**config.mk**
```make
export PLATFORM = sky130hd
export DESIGN_NAME = ahb_slave
export DESIGN_NICKNAME = d
export VERILOG_FILES = /design/src/rtl/ahb_pkg.sv /design/src/rtl/ahb_slave.sv
export SDC_FILE = /design/constraint.sdc
export NUM_CORES = 1
export LEC_CHECK = 0
export CAP_MARGIN = 20
export CELL_PAD_IN_SITES_DETAIL_PLACEMENT = 1
export CELL_PAD_IN_SITES_GLOBAL_PLACEMENT = 1
export CORE_MARGIN = 2
export CORE_UTILIZATION = 33
export DETAILED_ROUTE_END_ITERATION = 12
export PLACE_DENSITY = 0.9
export REMOVE_ABC_BUFFERS = 1
export SLEW_MARGIN = 20
export SYNTH_ARGS = -nofsm -noshare
export SYNTH_HDL_FRONTEND = slang
export SYNTH_SLANG_ARGS = --single-unit
```
**constraint.sdc**
```tcl
create_clock -name HCLK -period 1.9 [get_ports HCLK]
set_input_delay 0.38 -clock HCLK [delete_from_list [all_inputs] [get_ports HCLK]]
set_output_delay 0.38 -clock HCLK [all_outputs]
set_load 0.02 [all_outputs]
```
**src/rtl/ahb_pkg.sv**
```systemverilog
// Shared AHB-Lite encodings and bus widths for the AHB-to-APB bridge.
package ahb_pkg;

  localparam int ADDR_W = 32;
  localparam int DATA_W = 32;

  typedef enum logic [1:0] {
    TR_IDLE   = 2'b00,
    TR_BUSY   = 2'b01,
    TR_NONSEQ = 2'b10,
    TR_SEQ    = 2'b11
  } htrans_t;

  typedef enum logic [2:0] {
    BU_SINGLE = 3'b000,
    BU_INCR   = 3'b001,
    BU_WRAP4  = 3'b010,
    BU_INCR4  = 3'b011,
    BU_WRAP8  = 3'b100,
    BU_INCR8  = 3'b101,
    BU_WRAP16 = 3'b110,
    BU_INCR16 = 3'b111
  } hburst_t;

endpackage

```
**src/rtl/ahb_slave.sv**
```systemverilog
// AHB-Lite slave front end: qualifies transfers into VALID and pipelines the
// address phase (address, direction) and the following write data phase.
module ahb_slave
  import ahb_pkg::*;
(
  input  logic              HCLK,
  input  logic              HRESETn,
  input  logic              HSEL,
  input  logic [ADDR_W-1:0] HADDR,
  input  logic              HWRITE,
  input  logic [2:0]        HBURST,
  input  logic [1:0]        HTRANS,
  input  logic              HREADY,
  input  logic [DATA_W-1:0] HWDATA,
  output logic [ADDR_W-1:0] HADDR_TEMP,
  output logic [DATA_W-1:0] HWDATA_TEMP,
  output logic              VALID,
  output logic              HWRITE_TEMP
);

  logic              xfer_s;
  logic              valid_s;
  logic [ADDR_W-1:0] haddr_q, haddr_d;
  logic [DATA_W-1:0] hwdata_q, hwdata_d;
  logic              hwrite_q, hwrite_d;
  logic              wr_pend_q, wr_pend_d;
  logic              unused_s;

  // Burst type never alters addressing; addresses are taken exactly as driven.
  assign unused_s = ^{HBURST, 1'b0};

  assign xfer_s  = (HTRANS == TR_NONSEQ) || (HTRANS == TR_SEQ);
  assign valid_s = HRESETn & HSEL & HREADY & xfer_s;

  // Next-state for the address-phase and data-phase pipeline registers.
  always_comb begin
    haddr_d   = haddr_q;
    hwrite_d  = hwrite_q;
    hwdata_d  = hwdata_q;
    wr_pend_d = wr_pend_q;
    if (valid_s) begin
      haddr_d  = HADDR;
      hwrite_d = HWRITE;
    end else begin
      haddr_d  = haddr_q;
      hwrite_d = hwrite_q;
    end
    // Data phase of a write completes on the edge where HREADY is high.
    if (HREADY) begin
      wr_pend_d = valid_s & HWRITE;
      hwdata_d  = wr_pend_q ? HWDATA : hwdata_q;
    end else begin
      wr_pend_d = wr_pend_q;
      hwdata_d  = hwdata_q;
    end
  end

  // Pipeline register bank; reset discards any pending write.
  always_ff @(posedge HCLK or negedge HRESETn) begin
    if (!HRESETn) begin
      haddr_q   <= {ADDR_W{1'b0}};
      hwrite_q  <= 1'b0;
      hwdata_q  <= {DATA_W{1'b0}};
      wr_pend_q <= 1'b0;
    end else begin
      haddr_q   <= haddr_d;
      hwrite_q  <= hwrite_d;
      hwdata_q  <= hwdata_d;
      wr_pend_q <= wr_pend_d;
    end
  end

  assign VALID       = valid_s;
  assign HADDR_TEMP  = haddr_q;
  assign HWRITE_TEMP = hwrite_q;
  assign HWDATA_TEMP = hwdata_q;

endmodule

```
==> metrics.yaml <==
outcome: "complete, no violations"
yosys_warnings: 0
final_core_util_pct: 55.4
clock_path_buffers: 2
worstPathCellList: "clkdlybuf4s50_1 > nand4_4 > inv_1 > clkdlybuf4s15_1"
clock_tree_from_tritoncts: "built"
wl_per_cell_um: 16.0
power.switching_fraction_pct: 29.6
slew_headroom_pct: 46.1
setup_tns_ns: 0
finalNetCount: 361
slew_viol_final: 0
synthesis.area_per_instance_um2: 18.0
areaGrowthSynthToFinish_pct: 64.1
cell_with_the_largest_stage_delay_on_the_worst_path: "sky130_fd_sc_hd__clkdlybuf4s50_1"
critical-path-top-delay-family: "buffers and inverters"
detail_route.wirelength_um: 6290
antenna_cells_inserted: 0
yosys.area_share.xor_xnor_pct: 0
clkLatencyLatePin_ns: 0.32
ant_nets: 0
critPathRequiredTime_ns: 1.52
firstDrtPassIters: 4
synthAdderAreaFrac_pct: 0
critical_path_class: "input pin to output port"
gpl.final_weighted_congestion: 0.661
total_power_divided_by_cell_area_mw_per_mm2: 1160
syn-cell-area_mm2: 0.00258
p_comb_share_pct: 37.5
switching_power_mw: 1.46
clock-root-buffer: "sky130_fd_sc_hd__clkbuf_8"
numCtsBuffers: 9
final-setup-viol-count: 0
hpwl_um: 4670
timing.rr.start: "wr_pend_q"
skew_ns: 0.00439
post_synth_inst_count: 143
grt_pass1_vias: 2032
die_width_um: 92.4
final.period_utilization_pct: 95.5
post_layout_nonfiller_instances: 393
period_needed_ns: 1.81
power_internal_mw: 3.46
fillerInstances: 729
critPathArrivalTime_ns: 1.43
post_cts_resized: 1
timing.critical_path.buf_inv: 3
drt_iter0_drc: 34
synth_compound_gate_area_share_pct: 0.242
placement.io_buffers: 135
worst-slew-pin-transition_ns: 0.808
muxShareOfSynthArea_pct: 32.4
via_count: 1750
floorplan.die_area_mm2: 0.00854
core-area_mm2: 0.00765
postCtsSetupBuffers: 0
worst_setup_path_start_kind: "input pin"
drv_cap: 0
antenna_found_initial: 0
initial_core_util_pct: 33.7
total_power_mw: 4.92
floorplan.die.height_um: 92.4
worst-r2r-setup-slack_ns: 0.72
sequential_cell_area_mm2: 0.00165
whs_ns: 0.324
synth_seq_area_share_pct: 64.0
highest_fanout_seen_on_the_critical_path: 2
grt_start_max_net_pins: 67
cts.hold.buffers_added: 0
hold_viol: 0
p_leak_nw: 1.90
p_clk_share_pct: 22.6
io-pin-count: 140
multi_input_gate_area_um2: 868
fraction_of_power_consumed_by_sequential_logic_pct: 39.8
synth.lib_cells_used.distinct: 9
slowest_delay_ns: 0.53
final_layout_size_suffix_gt1_share_pct: 28.9
synth-seq-cells: 66
power.ir.vdd_worst_mv: 0.462
cp-end-kind: "output port"
vias_per_cell: 4.45
route.detailed.drc: 0
combinational_family_with_the_most_area_after_synthesis: "multiplexers"
cts_sinks: 66
overflow: 0
grt.total_usage_pct: 15.5
grt_pass1_wl_um: 10200
fp-row-count: 32
post_synth_and_or_nand_nor_area_fraction_pct: 0.970
place_inst: 378
max_freq_mhz: 551
grt_setup_unrepaired: "false"
clk_transition_reported_paths_ns: 0.07
ff2ff_path_depth: 3
min_path_type: "input pin to asynchronous set/reset pin"
regToRegEndpoint: "HWDATA_TEMP[28]"
htree_levels: 3
==> cell families after synthesis <==
| kind of cell | after synthesis |
|---|---|
| AO/OA/AOI/OAI | 1 |
| buffers and inverters | 9 |
| flip-flops | 66 |
| multiplexers | 65 |
| AND/OR/NAND/NOR | 2 |
==> synth_stat cells <==
master | instances | area (um^2)
sky130_fd_sc_hd__o22ai_1 | 1 | 6.26
sky130_fd_sc_hd__buf_6 | 3 | 33.8
sky130_fd_sc_hd__inv_1 | 3 | 11.3
sky130_fd_sc_hd__dfrtp_1 | 66 | 1650
sky130_fd_sc_hd__buf_2 | 3 | 15.0
sky130_fd_sc_hd__nand4_4 | 1 | 21.3
sky130_fd_sc_hd__mux2_2 | 37 | 417
sky130_fd_sc_hd__mux2_4 | 28 | 420
sky130_fd_sc_hd__nand2_1 | 1 | 3.75
==> worst max path at each step <==
stage / cells after the start / start / endpoint
2_1_floorplan: 2 / HTRANS[1] / VALID
3_3_place_gp: 4 / HREADY / VALID
3_5_place_dp: 4 / HREADY / VALID
4_1_cts: 4 / HREADY / VALID
5_1_grt: 4 / HREADY / VALID
6_report: 4 / HREADY / VALID
==> registers in the layout, summed over array words and instances (netlist names) <==
register,cells
HWRITE_TEMP,1
HWDATA_TEMP,32
wr_pend_q,1
HADDR_TEMP,32
==> through the flow <==
stage,instance area [um^2],setup slack (ns)
2_1_floorplan,2530,0.241
3_3_place_gp,4050,-0.231
3_5_place_dp,4050,-0.241
4_1_cts,4230,0.0313
5_1_grt,4230,0.0219
6_report,4230,0.0855
==> layout make-up <==
class / count / share of cell area [%]
repair buffers: 139 / 32.8
clock inverters: 3 / 0.946
inverters: 3 / 0.266
well taps: 102 / 3.02
clock buffers: 12 / 3.43
flip-flops and latches: 66 / 39.0
multi-input cells: 68 / 20.5
==> layout by cell type (no fill, tap or decap) <==
master / Yosys / final
sky130_fd_sc_hd__mux2_4: 28 / 28
sky130_fd_sc_hd__buf_2: 3 / 1
sky130_fd_sc_hd__clkdlybuf4s15_1: 0 / 1
sky130_fd_sc_hd__bufinv_16: 0 / 1
sky130_fd_sc_hd__buf_12: 0 / 1
sky130_fd_sc_hd__nand2_1: 1 / 1
sky130_fd_sc_hd__inv_1: 3 / 3
sky130_fd_sc_hd__nand4_4: 1 / 1
sky130_fd_sc_hd__clkinv_2: 0 / 2
sky130_fd_sc_hd__o22ai_1: 1 / 1
sky130_fd_sc_hd__clkdlybuf4s50_1: 0 / 133
sky130_fd_sc_hd__mux2_2: 37 / 37
sky130_fd_sc_hd__buf_4: 0 / 3
sky130_fd_sc_hd__clkbuf_8: 0 / 10
sky130_fd_sc_hd__clkbuf_1: 0 / 2
sky130_fd_sc_hd__dfrtp_1: 66 / 66
==> routing by layer <==
layer	share of wire, %	up-vias	global-route usage [%]
met4	1.3	0	5.60
met2	51	91	27.4
met1	39	863	17.1
met5	0	-	0
li1	-	787	-
met3	9.4	9	5.78
==> power by group through the flow <==
stage	registers [mW]	clock network (mW)	logic, mW
global route	2.01	1.23	1.94
detailed placement	1.98	0	1.87
global placement	1.96	0	1.83
floorplan	2.42	0	0.406
finish	1.96	1.11	1.85
CTS	1.96	1.16	1.88
Note: power is estimated with default switching activity, not from simulation.
